### config.mk
export PLATFORM = sky130hd
export DESIGN_NAME = instruction_reg_mw
export DESIGN_NICKNAME = d
export VERILOG_FILES = /design/src/rtl/instruction_reg_mw.sv
export SDC_FILE = /design/constraint.sdc
export NUM_CORES = 1
export LEC_CHECK = 0
export ABC_CLOCK_PERIOD_IN_PS = 1700
export BUFFER_PORTS_ARGS = -buffer_cell sky130_fd_sc_hd__buf_2
export CAP_MARGIN = 10
export CORE_ASPECT_RATIO = 2
export CORE_MARGIN = 2
export CORE_UTILIZATION = 43
export DETAILED_ROUTE_END_ITERATION = 12
export HOLD_SLACK_MARGIN = 0.03
export PLACE_DENSITY = 0.76
export SYNTH_ARGS = -nofsm -noshare
export SYNTH_HDL_FRONTEND = slang
export SYNTH_SLANG_ARGS = --single-unit
### constraint.sdc
create_clock -name clock -period 1.7 [get_ports clock]
set_clock_uncertainty 0.05 [all_clocks]
set_input_delay 0.51 -clock clock [delete_from_list [all_inputs] [get_ports clock]]
set_output_delay 0.51 -clock clock [all_outputs]
set_load 0.1 [all_outputs]
### src/rtl/instruction_reg_mw.sv
// Multi-word instruction register: opcode word plus 0..MAX_OPS operand words, bus readback.
// Optional completed-instruction counter enabled by defining IR_INSTR_COUNT_EN.
module instruction_reg_mw #(
   parameter int DATA_W  = 8,
   parameter int OPC_W   = 4,
   parameter int MAX_OPS = 2,
   parameter int CNT_W   = 2
) (
   input  logic                      clock,
   input  logic                      reset,
   input  logic                      ir_in,
   input  logic                      ir_out,
   input  logic                      clear,
   input  logic [CNT_W-1:0]          op_count,
   input  logic [CNT_W-1:0]          op_sel,
   input  logic [DATA_W-1:0]         bus_in,
   output logic [DATA_W-1:0]         q,
   output logic [OPC_W-1:0]          out_control,
   output logic [DATA_W*MAX_OPS-1:0] operands,
   output logic [DATA_W-1:0]         bus_out,
   output logic                      ready,
   output logic                      need_word,
   output logic                      err,
   output logic [15:0]               instr_count
);

   typedef enum logic [1:0] {IDLE, FETCH, READY} state_e;

   state_e                          state_q, state_d;
   logic [DATA_W-1:0]               opc_q;
   logic [MAX_OPS-1:0][DATA_W-1:0]  ops_q;
   logic [CNT_W-1:0]                n_q, idx_q;
   logic [DATA_W-1:0]               bus_q;
   logic                            err_q;

   logic [CNT_W-1:0]                n_load, idx_inc;
   logic                            over_max;
   logic [DATA_W-1:0]               bus_sel;

   assign over_max = (op_count > CNT_W'(MAX_OPS));
   assign n_load   = over_max ? CNT_W'(MAX_OPS) : op_count;
   assign idx_inc  = idx_q + CNT_W'(1);

   // NOTE: sequential state uses non-blocking assignments so every flop samples pre-edge values.
   always_ff @(posedge clock) begin
      if (reset) state_q <= IDLE;
      else       state_q <= state_d;
   end

   // NOTE: each combinational output gets a default first so no latch is inferred.
   always_comb begin
      state_d = state_q;
      if (clear) begin
         state_d = IDLE;
      end else if (ir_in) begin
         case (state_q)
            IDLE, READY: state_d = (n_load == '0) ? READY : FETCH;
            FETCH:       if (idx_inc == n_q) state_d = READY;
            default:     state_d = IDLE;
         endcase
      end
   end

   always_comb begin
      ready     = 1'b0;
      need_word = 1'b0;
      case (state_q)
         FETCH:   need_word = 1'b1;
         READY:   ready     = 1'b1;
         default: ;
      endcase
   end

   // Readback source: legacy low field for single-word instructions, else the selected operand.
   always_comb begin
      bus_sel = '0;
      if (n_q == '0) begin
         bus_sel = {{OPC_W{1'b0}}, opc_q[DATA_W-OPC_W-1:0]};
      end else begin
         for (int k = 0; k < MAX_OPS; k++)
            if (op_sel == CNT_W'(k) && op_sel < n_q) bus_sel = ops_q[k];
      end
   end

   // NOTE: the operand store is a handful of flops, so it is reset like any other register.
   always_ff @(posedge clock) begin
      if (reset) begin
         opc_q <= '0;
         ops_q <= '0;
         n_q   <= '0;
         idx_q <= '0;
         bus_q <= '0;
         err_q <= 1'b0;
      end else begin
         if (ir_out) bus_q <= bus_sel;
         if (clear) begin
            opc_q <= '0;
            ops_q <= '0;
            n_q   <= '0;
            idx_q <= '0;
         end else if (ir_in) begin
            if (state_q == FETCH) begin
               for (int k = 0; k < MAX_OPS; k++)
                  if (idx_q == CNT_W'(k)) ops_q[k] <= bus_in;
               idx_q <= idx_inc;
            end else begin
               opc_q <= bus_in;
               ops_q <= '0;
               n_q   <= n_load;
               idx_q <= '0;
               if (over_max) err_q <= 1'b1;
            end
         end
      end
   end

`ifdef IR_INSTR_COUNT_EN
   logic [15:0] cnt_q;

   always_ff @(posedge clock) begin
      if (reset)                                     cnt_q <= '0;
      else if (state_d == READY && state_q != READY) cnt_q <= cnt_q + 16'd1;
   end

   assign instr_count = cnt_q;
`else
   assign instr_count = '0;
`endif

   assign q           = opc_q;
   assign out_control = opc_q[DATA_W-1 -: OPC_W];
   assign operands    = ops_q;
   assign bus_out     = bus_q;
   assign err         = err_q;

endmodule
[Word-level counts from Yosys, hierarchy flattened]
Index checks and enable logic that the tools add are counted.
W data, S select, Z words.
Cells by class
  reduce and logical (&&, ||, !) cells: 14
  order comparisons: 2
  $add $sub $neg: 1
  equal/unequal tests: 8
  bitwise logic cells: 2
  multiplexer cells: 13
Operators by type and width (number)
  $mux W8: 5
  $mux W16: 1
  $logic_not A2 Y1: 5
  $mux W2: 4
  $reduce_and A2 Y1: 4
  $eq A2 B1 Y1 const B: 3
  $ne A2 B1 Y1 const B: 2
  $pmux W2 S2: 1
  $reduce_and A4 Y1: 1
  $reduce_or A2 Y1: 2
  $add A2 B1 Y2 const B: 1
  $eq A2 B2 Y1: 1
  $eq A2 B2 Y1 const B: 1
  $gt A2 B2 Y1 const B: 1
  $logic_and A1 B1 Y1: 2
  $lt A2 B2 Y1: 1
  $mux W1: 2
  $ne A2 B2 Y1 const B: 1
  $not A1 Y1: 2
Word-level totals
  bits of input ports: 17
  output and inout port bits: 55
  logic and storage cells: 48
  register bits after elaboration: 39

[Longest topological paths before layout]
Gate-level depths: netlist of run 1.
  depth in word-level cells: 5
  mapped depth: 7
  gate-level depth less buffers: 6

[Worst setup path before layout of run 1]
OpenSTA, ideal clock, no wires.
  path type: register -> output
  start: reg state_q[1]
  end: out ready
  cell stages (with the launch flop): 2
  setup slack: -0.525 ns
  data arrival time: 1.665 ns
  required time: 1.140 ns
  buffers on the path: 0
  path through: dfxtp_1 nor2b_1
On the way
  cells in the longest elaborated chain, start to end: 2
RTL lines
  start, declared: line 29  | state_e state_q, state_d;
  start signal, assigned: line 47  | else state_q <= state_d;
  $eq A2 B2 Y1: line 67  | case (state_q)
  $mux W1: line 67
  end, declared: line 21  | output logic ready,
Every way passes these cells.

[Worst setup path after layout of run 1]
  start: reg ops_q (netlist bit operands[14])
  end: out operands[14]
RTL lines
  start, declared: line 31  | logic [MAX_OPS-1:0][DATA_W-1:0] ops_q;
  start signal, assigned by index: line 104  | if (idx_q == CNT_W'(k)) ops_q[k] <= bus_in;
  end, declared: line 19  | output logic [DATA_W*MAX_OPS-1:0] operands,
No word-level cell between the ends.

==> impl_metrics.ini, run 1 <==
[worst_setup_path]
cp.required_ns = 1.14
cp_slowest_cell = buf_2
r2r-end = state_q[0]$_SDFFE_PP0P_
cp.arrival_ns = 1.12
worst_r2r_path_depth = 5
cp_max_fo = 3
crit_family = buffers and inverters
worst_path_largest_cell_delay_ns = 0.45
crit_path_start_kind = register
rrSetupSlack_ns = 0.17
crit_cells = 1
worstSetupEndpoint = operands[14]
cp-startpoint = operands[14]$_SDFFE_PP0P_
reg2reg_from = idx_q[0]$_SDFFE_PP0P_
timing.critical_path.to_type = output pin
crit_buf_inv = 1
crit_chain = buf_2
critical_path_class = register to output pin

[logic_synthesis]
ys_ff_latch = 39
synth_top_area_frac = 0.451
synth_warnings = 0
seq_area_frac_synth = 0.451
synth.top_cells.by_area = dfxtp_1 45%, a22oi_1 8.7%, buf_4 8.7%
synth.avg_cell_area_um2 = 8.45
syn_area_um2 = 1730
synthCells = 205
ys_types = 29
yosysTopAreaCell = dfxtp_1

[cells_and_area]
mostFrequentLayoutCells = 46 x buf_2, 33 x nand2_1, 33 x dfxtp_1
fin_util = 0.582
final_cells = 312
final_cell_area_um2 = 2240
antenna_cells = 0
final_layout_size_suffix_gt1_frac = 0.368
layout.nets = 280
area_growth_pct = 29.1
mostFrequentLayoutCell = buf_2

[sta]
layout_setup_ws_ns = 0.0237
finalHoldViolCount = 0
max_slew.worst_pin.slew_ns = 0.544
post-route-period-util = 0.986
setup_violations = 0
hold_slack_ns = 0.369
setup_tns_ns = 0
post-route-min-period_ns = 1.68
rsz0062_at_grt = no
relSlewSlack = 0.637
finalMaxSlewViolations = 0
fmax_mhz = 597

[die]
rows = 32
die_area_um2 = 4580
start_util = 0.451
io_pins = 72
core-area_um2 = 3840
die_h_um = 93.7
die_w_um = 48.9

[detailed_routing]
routed_wl_mm = 3.95
routedWlPerCell_um = 12.7
firstDrtPassIters = 4
num_vias = 1541
route.detailed.drc = 0
ant_nets = 0
via_per_inst = 4.94
initialDrtViolationCount = 24

[global_route]
antenna_found_initial = 0
first_global_vias = 1450
grt_max_degree = 25
grt_pass1_wl_mm = 6.48
grt_overflow = 0
grt_usage = 0.182

[power]
pwr-share-seq = 0.475
powerDensity_nw_per_um2 = 885
ir_drop_v = 0.000781
power.leakage_nw = 0.939
power_mw = 1.98
p_comb_frac = 0.227
switching_share = 0.348
power.switching_mw = 0.688
p_clk_frac = 0.299
p_int_mw = 1.29

[cts]
root_buffer = clkbuf_8
cts_tree = yes
clk_path_buf_depth = 2
hold_buffers = 0
path_clk_slew_ns = 0.07
numCtsBuffers = 5
clock_sinks = 39
h-tree-depth = 2
clkLatencyLatePin_ns = 0.29

[place]
placed_area_um2 = 2120
gp_congestion = 0.754
dp_slack_ns = -0.0269
portBuffers = 55
post-place-cells = 303
dp_hpwl_mm = 3.15

[job]
maxCapViolCount = 0

[run_status]
status = finished clean

[worst_hold_path]
hp-class = primary input to register
==> final cells by class <==
type,count,area [um^2]
tap,51,63.8
fill,374,1610
multi-input combinational,146,888
inverter,6,26.3
sequential,39,788
clock inverter,1,5.00
clock buffer,7,76.3
timing repair buffer,62,388
==> how the worst min path moves through the flow <==
stage | slack [ns] | start | cells after the start | endpoint
after detailed placement | 0.39 | bus_out[0]$_SDFFE_PP0P_ | 2 | bus_out[0]$_SDFFE_PP0P_
final | 0.37 | reset | 2 | err$_SDFFE_PP0P_
after floorplan | 0.40 | idx_q[1]$_SDFFE_PP0P_ | 2 | idx_q[1]$_SDFFE_PP0P_
after CTS | 0.36 | reset | 2 | err$_SDFFE_PP0P_
after global routing | 0.38 | reset | 2 | err$_SDFFE_PP0P_
after global placement | 0.38 | bus_out[0]$_SDFFE_PP0P_ | 2 | bus_out[0]$_SDFFE_PP0P_
==> registers in the layout (all words and copies together), names as in the netlist <==
| name | cells |
|---|---|
| operands | 16 |
| q | 8 |
| idx_q | 2 |
| n_q | 2 |
| bus_out | 8 |
| err | 1 |
| state_q | 2 |
==> cells in the mapped netlist (all sizes together) <==
library cell / instances
nand2b: 2
a221oi: 4
nor2: 23
a22oi: 20
and2: 1
conb: 1
nand3: 2
a2111oi: 1
nand2: 33
and3: 3
or2: 1
xnor2: 1
nor4b: 1
buf: 25
a21oi: 13
mux2: 1
nor2b: 3
inv: 6
ha: 3
xor2: 1
o21ai: 14
nand3b: 1
clkbuf: 4
dfxtp: 39
a31oi: 1
o41ai: 1
==> cell families (layout without fill, tap and decap cells) <==
family,Yosys count,in the layout,share of synthesized area
xor gates and xnor gates,2,2,0.0101
DFF,39,39,0.451
other,1,16,0.00217
adders and majority gates,3,3,0.0217
muxes,1,1,0.00650
and+or+nand+nor,70,70,0.176
buffers and inverters,35,76,0.123
AOI/OAI and AO/OA,54,54,0.210
==> power by group through the flow <==
stage	logic [mW]	registers (mW)	clock network, mW
6_report	0.448	0.940	0.591
5_1_grt	0.470	0.941	0.640
4_1_cts	0.449	0.940	0.605
2_1_floorplan	0.316	1.04	0
3_3_place_gp	0.443	0.960	0
3_5_place_dp	0.446	0.960	0
==> layer usage <==
metal | part of all wire | track usage
met4 | 0.021 | 0.0881
met5 | 0 | 0
met3 | 0.050 | 0.0446
met2 | 0.58 | 0.352
met1 | 0.35 | 0.173
==> what timing repair did <==
item / in CTS / in global routing
gates resized for setup: 2 / 7
endpoints found under the hold margin: 0 / 0
endpoints found under the setup margin: 3 / 14
setup buffers: 1 / 0
Power figures use the tool's default switching activity.
==> run 2: changes to the inputs <==
--- a/config.mk
+++ b/config.mk
@@ -5,12 +5,12 @@
 export SDC_FILE = /design/constraint.sdc
 export NUM_CORES = 1
 export LEC_CHECK = 0
-export ABC_CLOCK_PERIOD_IN_PS = 1700
+export ABC_CLOCK_PERIOD_IN_PS = 1800
 export BUFFER_PORTS_ARGS = -buffer_cell sky130_fd_sc_hd__buf_2
 export CAP_MARGIN = 10
 export CORE_ASPECT_RATIO = 2
 export CORE_MARGIN = 2
-export CORE_UTILIZATION = 43
+export CORE_UTILIZATION = 45
 export DETAILED_ROUTE_END_ITERATION = 12
 export HOLD_SLACK_MARGIN = 0.03
 export PLACE_DENSITY = 0.76
==> constraint.sdc (replaced) <==
create_clock -name clock -period 1.8 [get_ports clock]
set_clock_uncertainty 0.05 [all_clocks]
set_input_delay 0.54 -clock clock [delete_from_list [all_inputs] [get_ports clock]]
set_output_delay 0.54 -clock clock [all_outputs]
set_load 0.1 [all_outputs]
==> run 2 against run 1 <==
Against the previous run: count of clock-buffer cells in the layout is the same; hold slack improved by 0.025 ns; cell count is the same; critical path type unchanged; routed wire length grew 4.4%; highest routed layer unchanged; cell area decreased by 3.9%.
==> impl_metrics.ini, run 2 (synthesized netlist as in run 1, its figures left out) <==
[worst_setup_path]
crit_path_start_kind = register
cp.required_ns = 1.21
timing.critical_path.to_type = output pin
reg2reg_from = n_q[1]$_SDFFE_PP0P_
cp_slowest_cell = dfxtp_1
crit_buf_inv = 2
crit_cells = 3
r2r-end = bus_out[3]$_SDFFE_PP0P_
worst_r2r_path_depth = 6
crit_chain = nand2b_2 > clkinvlp_4 > buf_12
cp.arrival_ns = 1.16
critical_path_class = register to output pin
worst_path_largest_cell_delay_ns = 0.33
cp_max_fo = 5
crit_family = buffers and inverters
rrSetupSlack_ns = 0.18

[run_status]
status = finished clean

[sta]
post-route-period-util = 0.970
rsz0062_at_grt = no
post-route-min-period_ns = 1.75
fmax_mhz = 573
relSlewSlack = 0.607
max_slew.worst_pin.slew_ns = 0.585
layout_setup_ws_ns = 0.0542
setup_violations = 0
finalHoldViolCount = 0
finalMaxSlewViolations = 0
hold_slack_ns = 0.394

[power]
power.leakage_nw = 0.947
ir_drop_v = 0.000785
power_mw = 1.96
powerDensity_nw_per_um2 = 910

[global_route]
grt_overflow = 0
grt_pass1_wl_mm = 6.50
first_global_vias = 1418
grt_usage = 0.205
grt_max_degree = 27
antenna_found_initial = 0

[worst_hold_path]
hold_depth = 2
min_from = bus_out[1]$_SDFFE_PP0P_
hp-class = register to register
min_to = bus_out[1]$_SDFFE_PP0P_

[cts]
path_clk_slew_ns = 0.07
root_buffer = clkbuf_8
clkLatencyLatePin_ns = 0.30
clk_path_buf_depth = 2
cts_tree = yes
hold_buffers = 0
clock_sinks = 39
h-tree-depth = 2
numCtsBuffers = 5

[die]
die_area_um2 = 4390
die_w_um = 47.9
rows = 31
core-area_um2 = 3650
io_pins = 72
start_util = 0.475
die_h_um = 91.7

[job]
maxCapViolCount = 0

[detailed_routing]
routed_wl_mm = 4.12
ant_nets = 0
route.detailed.drc = 0
num_vias = 1561
initialDrtViolationCount = 34
via_per_inst = 5.00
routedWlPerCell_um = 13.2
firstDrtPassIters = 4

[cells_and_area]
layout.nets = 282
final_layout_size_suffix_gt1_frac = 0.319
mostFrequentLayoutCell = buf_2
multi_input_area_um2 = 800
antenna_cells = 0
mostFrequentLayoutCells = 53 x buf_2, 35 x dfxtp_1, 33 x nand2_1
area_growth_pct = 24.1
largest_reg_flops = 16
final_cell_area_um2 = 2150
fin_util = 0.590
seq_area_um2 = 786
fillerInstances = 371

[place]
placed_area_um2 = 2040
gp_congestion = 0.789
dp_slack_ns = -0.100
portBuffers = 55
dp_hpwl_mm = 3.18
==> run 2: metal layers <==
metal  part of all wire  vias to the layer above  global-route usage
met5                  0                        -                   0
met4              0.023                        0              0.0946
met3              0.048                        8              0.0433
met2               0.58                       53               0.373
met1               0.35                      721               0.196
li1                   -                      779                   -
==> run 2: tightest hold or removal path, cell delays in order (launching register included) <==
cell and delay, ns:
dfxtp_1 0.31, nand2_1 0.05, o21ai_1 0.05
==> run 2: repair_timing <==
| action | CTS | global route |
|---|---|---|
| setup buffers | 1 | 0 |
| setup endpoints to repair | 1 | 0 |
| resized for setup | 1 | 0 |
==> run 2: cell type report <==
| class | count | share of cell area |
|---|---|---|
| multi-input combinational | 146 | 0.372 |
| sequential | 39 | 0.366 |
| timing repair buffer | 64 | 0.173 |
| clock buffer | 7 | 0.0448 |
| tap | 49 | 0.0285 |
| inverter | 6 | 0.0122 |
| clock inverter | 1 | 0.00349 |
==> run 2: through the flow <==
stage | setup TNS, ns | std cells
3_5_place_dp | -0.624 | 303
2_1_floorplan | 0 | 220
6_report | 0 | 312
5_1_grt | 0 | 312
4_1_cts | 0 | 312
3_3_place_gp | -0.366 | 303
==> run 2: report_power, final <==
group          switching [mW]  total, mW  internal, mW
Clock                   0.305      0.654         0.348
Combinational           0.349      0.415        0.0662
Sequential            0.00908      0.886         0.877
==> run 2: how the worst max path moves through the flow <==
stage	from	endpoint	slack, ns
2_1_floorplan	state_q[1]$_SDFFE_PP0P_	operands[10]$_SDFFE_PP0P_	0.003
3_3_place_gp	op_sel[1]	bus_out[1]$_SDFFE_PP0P_	-0.06
3_5_place_dp	op_sel[1]	bus_out[3]$_SDFFE_PP0P_	-0.10
4_1_cts	state_q[1]$_SDFFE_PP0P_	need_word	0.04
5_1_grt	state_q[1]$_SDFFE_PP0P_	need_word	0.006
6_report	state_q[1]$_SDFFE_PP0P_	need_word	0.05
==> run 3: changes to the inputs <==
--- a/config.mk
+++ b/config.mk
@@ -6,14 +6,13 @@
 export NUM_CORES = 1
 export LEC_CHECK = 0
 export ABC_CLOCK_PERIOD_IN_PS = 1800
-export BUFFER_PORTS_ARGS = -buffer_cell sky130_fd_sc_hd__buf_2
 export CAP_MARGIN = 10
 export CORE_ASPECT_RATIO = 2
 export CORE_MARGIN = 2
-export CORE_UTILIZATION = 45
+export CORE_UTILIZATION = 40
 export DETAILED_ROUTE_END_ITERATION = 12
+export DONT_BUFFER_PORTS = 1
 export HOLD_SLACK_MARGIN = 0.03
-export PLACE_DENSITY = 0.76
 export SYNTH_ARGS = -nofsm -noshare
 export SYNTH_HDL_FRONTEND = slang
 export SYNTH_SLANG_ARGS = --single-unit
==> run 3 against run 2 <==
Against the previous run: hold slack lost 0.13 ns; largest power group unchanged; global-route usage shrank 3.1 points; combinational power shrank 6.5%; sequential share of layout area shrank 0.19 points; cell area grew 0.52%; total power grew 4.7%; sequential cell count is the same; maximum frequency grew 1.2%; register-to-register slack is essentially flat; via count shrank 6.3%; critical path depth is the same.
==> impl_metrics.ini, run 3 (synthesized netlist as in run 1, its figures left out) <==
[global_route]
grt_overflow = 0
grt_usage = 0.174
first_global_vias = 1406
grt_max_degree = 25
grt_pass1_wl_mm = 6.61
antenna_found_initial = 0

[cells_and_area]
final_cell_area_um2 = 2160
mostFrequentLayoutCells = 35 x dfxtp_1, 35 x buf_4, 33 x nand2_1
fin_util = 0.523
area_growth_pct = 24.8
final_cells = 291
multi_input_area_um2 = 800
largest_reg_flops = 16
layout.nets = 258
antenna_cells = 0
seq_area_um2 = 786
fillerInstances = 420
final_layout_size_suffix_gt1_frac = 0.251

[place]
placed_area_um2 = 2040
portBuffers = 0
gp_congestion = 0.766
post-place-cells = 283
dp_hpwl_mm = 3.22
dp_slack_ns = -0.0146

[run_status]
status = finished clean

[sta]
finalMaxSlewViolations = 0
fmax_mhz = 579
layout_setup_ws_ns = 0.0743
rsz0062_at_grt = no
post-route-min-period_ns = 1.73
relSlewSlack = 0.628
post-route-period-util = 0.959
setup_tns_ns = 0
hold_slack_ns = 0.259
max_slew.worst_pin.slew_ns = 0.554
setup_violations = 0
finalHoldViolCount = 0

[worst_setup_path]
crit_path_start_kind = register
cp.required_ns = 1.21
timing.critical_path.to_type = output pin
critical_path_class = register to output pin
cp.arrival_ns = 1.14
cp_max_fo = 5

[power]
power_mw = 2.05
power.leakage_nw = 0.860
powerDensity_nw_per_um2 = 947
ir_drop_v = 0.000546

[cts]
clkLatencyLatePin_ns = 0.29
clock_sinks = 39
postCtsSetupBuffers = 0
clk_path_buf_depth = 2
root_buffer = clkbuf_8
path_clk_slew_ns = 0.08
numCtsBuffers = 5
cts_tree = yes
h-tree-depth = 2

[worst_hold_path]
hp-class = primary input to register

[detailed_routing]
top_layer = met4
via_per_inst = 5.03
routed-wl-met2_mm = 2.34
num_vias = 1463
initialDrtViolationCount = 12
routedWlPerCell_um = 13.7
routed_wl_mm = 3.98
route.detailed.drc = 0
ant_nets = 0
wl_met3_um = 212
met1_length_mm = 1.39
firstDrtPassIters = 5

[die]
core-area_um2 = 4130
rows = 33
io_pins = 72
start_util = 0.419
die_w_um = 50.5
die_area_um2 = 4900
die_h_um = 97.1

[job]
maxCapViolCount = 0
## run 3: cell count changes in the layout (fill, tap and decap cells not counted), sizes merged
cell,previous run,this run
inv,5,6
clkinvlp,2,1
clkbuf,7,6
buf,64,40
bufinv,0,1
## run 3: path summary, 6_finish.rpt
path                                               from                      end  slack [ns]  cells past startpoint
worst max register to register      n_q[1]$_SDFFE_PP0P_  bus_out[0]$_SDFFE_PP0P_        0.17                      6
worst max-delay path            state_q[1]$_SDFFE_PP0P_                need_word        0.07                      3
worst min register to register  bus_out[3]$_SDFFE_PP0P_  bus_out[3]$_SDFFE_PP0P_        0.40                      2
worst min-delay path                              reset         err$_SDFFE_PP0P_        0.26                      1
## run 3: critical path, stage by stage (launching register included)
cell	delay, ns
dfxtp_1	0.32
nand2b_2	0.22
clkinvlp_4	0.12
buf_12	0.18
## run 3: final cells by class
type,count,area share
Tap cell,52,0.0301
Multi-Input combinational cell,146,0.370
Inverter,6,0.0122
Clock inverter,2,0.0180
Sequential cell,39,0.364
Timing Repair Buffer,40,0.168
Clock buffer,6,0.0382
## run 3: what timing repair did
action,in CTS,in global routing
hold buffers,0,0
gates resized for setup,1,0
endpoints found under the setup margin,1,0
endpoints found under the hold margin,0,0
## run 3: per-layer routing
layer | up-vias | GRT usage
li1 | 737 | -
met3 | 2 | 0.0431
met2 | 45 | 0.340
met4 | 0 | 0.0624
met1 | 679 | 0.164
met5 | - | 0
## run 3: where the power goes
part | internal (mW) | total (mW) | switching, mW
clock network | 0.456 | 0.772 | 0.316
logic | 0.0590 | 0.388 | 0.329
registers | 0.877 | 0.886 | 0.00943
